===== src/rtl/data_corrupt_ram_sync.sv =====
// Per-entry corrupt/poison flag store: DEPTH x WIDTH with valid bits, masked writes,
// flush, and a registered read port with write-first bypass.
module data_corrupt_ram_sync #(
  parameter  int DEPTH  = 8,
  parameter  int WIDTH  = 1,
  localparam int ADDR_W = $clog2(DEPTH)
) (
  input  logic              clock,
  input  logic              reset,
  input  logic [ADDR_W-1:0] R0_addr,
  input  logic              R0_en,
  output logic [WIDTH-1:0]  R0_data,
  output logic              R0_valid,
  input  logic [ADDR_W-1:0] W0_addr,
  input  logic              W0_en,
  input  logic [WIDTH-1:0]  W0_data,
  input  logic [WIDTH-1:0]  W0_mask,
  input  logic              flush
);

  logic [WIDTH-1:0] mem_q [DEPTH];
  logic [DEPTH-1:0] valid_q, valid_d;
  logic [DEPTH-1:0] valid_flushed;
  logic [WIDTH-1:0] rdata_q, rdata_d;
  logic             rvalid_q, rvalid_d;
  logic             wr_hit, rd_hit;
  logic [WIDTH-1:0] wr_old, wr_val;

  always_comb begin
    valid_flushed = flush ? '0 : valid_q;
    wr_hit        = W0_en && (int'(W0_addr) < DEPTH);
    rd_hit        = R0_en && (int'(R0_addr) < DEPTH);

    // Flush lands before the write, so a flushed entry merges against zero.
    wr_old = '0;
    if (wr_hit && valid_flushed[W0_addr]) wr_old = mem_q[W0_addr];
    wr_val = (W0_data & W0_mask) | (wr_old & ~W0_mask);

    valid_d = valid_flushed;
    if (wr_hit) valid_d[W0_addr] = 1'b1;

    rdata_d  = rdata_q;
    rvalid_d = rvalid_q;
    if (R0_en) begin
      rdata_d  = '0;
      rvalid_d = 1'b0;
      if (rd_hit && wr_hit && (R0_addr == W0_addr)) begin
        rdata_d  = wr_val;
        rvalid_d = 1'b1;
      end else if (rd_hit && valid_flushed[R0_addr]) begin
        rdata_d  = mem_q[R0_addr];
        rvalid_d = 1'b1;
      end
    end
  end

  always_ff @(posedge clock or posedge reset) begin
    if (reset) begin
      valid_q  <= '0;
      rdata_q  <= '0;
      rvalid_q <= 1'b0;
    end else begin
      valid_q  <= valid_d;
      rdata_q  <= rdata_d;
      rvalid_q <= rvalid_d;
    end
  end

  // Data array is deliberately unreset; the valid bits gate every use of it.
  always_ff @(posedge clock) begin
    if (wr_hit) mem_q[W0_addr] <= wr_val;
  end

  assign R0_data  = rdata_q;
  assign R0_valid = rvalid_q;

endmodule


===== config.mk =====
export PLATFORM = sky130hd
export DESIGN_NAME = data_corrupt_ram_sync
export DESIGN_NICKNAME = d
export VERILOG_FILES = /design/src/rtl/data_corrupt_ram_sync.sv
export SDC_FILE = /design/constraint.sdc
export NUM_CORES = 1
export LEC_CHECK = 0
export CORE_MARGIN = 3
export CORE_UTILIZATION = 46
export CTS_CLUSTER_DIAMETER = 100
export DETAILED_ROUTE_END_ITERATION = 12
export PLACE_DENSITY = 0.81
export SLEW_MARGIN = 20
export SYNTH_ARGS = -nofsm -noshare
export SYNTH_HDL_FRONTEND = slang
export SYNTH_SLANG_ARGS = --single-unit

===== constraint.sdc =====
create_clock -name clock -period 1.37 [get_ports clock]
set_input_delay 0.274 -clock clock [delete_from_list [all_inputs] [get_ports clock]]
set_output_delay 0.274 -clock clock [all_outputs]
set_load 0.01 [all_outputs]

==> results of run 1 <==
==> state kept, by name, summed over array words and instances, names as in the netlist <==
register / flops
R0_valid: 1
mem_q: 8
R0_data: 1
valid_q: 8
==> metal layers <==
metal	track usage	share of wire	vias to the layer above	routed length, microns
met4	0.1223	0.0058	0	14
li1	-	-	415	-
met3	0.04585	0.061	4	149
met2	0.3431	0.52	34	1265
met1	0.2303	0.41	419	1002
met5	0	0	-	0
==> critical path, cell delays in order (launching register included) <==
cell       delay [ns]
dfrtp_1          0.41
mux4_2           0.48
o2111ai_2        0.21
nor4_1           0.08
a221o_1          0.26
==> cell type report <==
cell class / count / area [sq um]
clock buffer: 3 / 22.52
fill: 146 / 615.6
inverter: 5 / 20.02
multi-input combinational: 65 / 455.4
sequential: 18 / 490.5
tap: 27 / 33.78
timing repair buffer: 42 / 344.1
==> stage by stage <==
| stage | cells | TNS [ns] | hold WS (ns) |
|---|---|---|---|
| finish | 160 | -0.4818 | 0.2384 |
| global route | 160 | -0.6966 | 0.2634 |
| CTS | 160 | -0.2561 | 0.2546 |
| detailed placement | 156 | -10.01 | 0.5000 |
| global placement | 156 | -9.337 | 0.4952 |
| floorplan | 91 | -0.1426 | 0.1142 |
==> layout by cell type, fill, tap and decap left out, drive strengths merged, types with 3 or more instances in the layout <==
cell type and instances:
nor2 7, inv 3, nand2b 3, a21o 8
clkdlybuf4s50 6, edfxtp 8, mux2i 7, xor2 3
nand3 5, dfrtp 10, buf 28, dlygate4sd2 7
nand2 11, clkbuf 4
==> power groups by stage <==
stage               registers, W  logic, W  clock network [W]
global route            0.000606  0.000241           0.000292
floorplan               0.000613  0.000100                  0
CTS                     0.000603  0.000219           0.000268
detailed placement      0.000615  0.000223                  0
finish                  0.000603  0.000223           0.000270
global placement        0.000614  0.000219                  0
==> worst max-delay path by stage <==
stage,depth (start not counted),endpoint,startpoint
after floorplan,5,R0_data,R0_addr[1]
after global placement,5,R0_data,R0_addr[1]
after detailed placement,5,R0_data,R0_addr[1]
after CTS,4,R0_data,valid_q[5]
after global routing,5,R0_data,mem_q[1]
final,4,R0_data,valid_q[7]
==> timing repair <==
action	4_1_cts	5_1_grt
gates resized for setup	13	4
setup buffers	1	0
endpoints found under the hold margin	0	0
setup endpoints to repair	15	10
pin swaps	7	3
==> logic make-up after synthesis <==
logic type / share of synthesized area
and+or+nand+nor: 0.1905
DFF: 0.5045
AOI/OAI and AO/OA: 0.1236
muxes: 0.1068
buffers and inverters: 0.04761
xor gates and xnor gates: 0.02703
==> flow_summary.ini, run 1 <==
[placement]
dp_hpwl_mm = 1.804
dp_slack_ns = -0.7321
place_area_sq_um = 1329
io_buffers = 14
place_congestion = 0.9137

[grt]
grt_start_max_net_pins = 11
gr-total-overflow = 0
grt_pass1_vias = 888
antenna_found_initial = 0
grt_pass1_wl_mm = 3.884
grt_usage = 0.2030

[floorplan]
die_area_sq_um = 2701
coreArea_sq_um = 1982
die_y_microns = 51.97
core.rowCount = 16
io_pins = 15
initial_utilization = 0.4905
dieWidth_microns = 51.97

[finish]
diodes = 0
fin_area_sq_um = 1366
areaGrowthSynthToFinish_pct = 40.54
fin_nets = 148
final_util = 0.6894
drive_gt1_frac = 0.2932

[yosys]
synth_cell_types = 31
synth_nets = 104
yosys_warnings = 0
synth_edf_count = 8
ys_top_cells_by_count = nand2_1 (11), dfrtp_1 (10), a21o_1 (8), edfxtp_1 (8)
yosysTopAreaCell = dfrtp_1
synth.avg_cell_area_sq_um = 10.68
synth_area_leaders = dfrtp_1 (26%), edfxtp_1 (25%), mux2i_1 (7.2%), a21o_1 (6.2%), nand2_1 (4.2%)
synth_cells = 91
synth-seq-cells = 18
post-synth-top-count-cell = nand2_1
yosysTopAreaCellShare = 0.2574
synthArstFlopShare = 0.5556
synth_flop_cell = dfrtp_1
ys_seq_area_frac = 0.5045
synth.cell_area_sq_um = 972.2

[pwr]
p_per_area_nw_per_um2 = 802.1
pwr-share-clk = 0.246
p_leak_nw = 0.6836
pwr-share-seq = 0.551
p_int_w = 0.0008103
design_power_total_w = 0.001096
p_sw_frac = 0.2606
peakVddDrop_uv = 676.6
comb_power_share = 0.203
switchingPower_w = 0.0002856

[worst_setup_path]
crit_required_ns = 1.56
worst_r2r_endpoint = R0_data
cp-start-kind = register
critical_path.endpoint_type = register
reg2regPathDepth = 4
rr_startpoint = valid_q[7]
worstPathMaxFanout = 2
worstPathArrival_ns = 1.72
crit_type = register to register
r2r_slack_ns = -0.16

[cts]
numCtsBuffers = 3
cts.sinks = 18
cts_tree = built
cts.reportedPaths.clkPinSlew_ns = 0.11
postCtsHoldBufs = 0
cts.root.buffer_cell = clkbuf_4
clkLatencyLatePin_ns = 0.29
htree_num_levels = 1
clk_path_buf_depth = 2

[drt]
ant_nets = 0
dr_total_vias = 872
first_pass_iters = 4
wl_per_cell_microns = 15.19
totalWireLength_mm = 2.431
via_per_inst = 5.450
drtIter0Drc = 43
remaining_drc_errors = 0

[status]
status = finished with violations
violations = negative setup slack

[sta]
worst_slack_ns = -0.1633
clock_skew_ns = 0.007490
final-setup-viol-count = 9
slew_headroom = 0.7461
rsz0062_at_grt = true
min_period_over_period = 1.119
finalHoldViolCount = 0
final_max_slew_viol_count = 0
worstMarginPinSlew_ns = 0.3805
fmax_mhz = 652.2
fin_crit_ns = 1.533

[min_path]
hold_class = input pin to async pin

[run]
maxCapViolations = 0
Power figures use the tool's default switching activity.
==> run 2: changes to the inputs <==
Settings changed: CTS_CLUSTER_SIZE from default to 40.
==> results of run 2 <==
No change in the layout: final DEF, timing and power equal those of run 1.
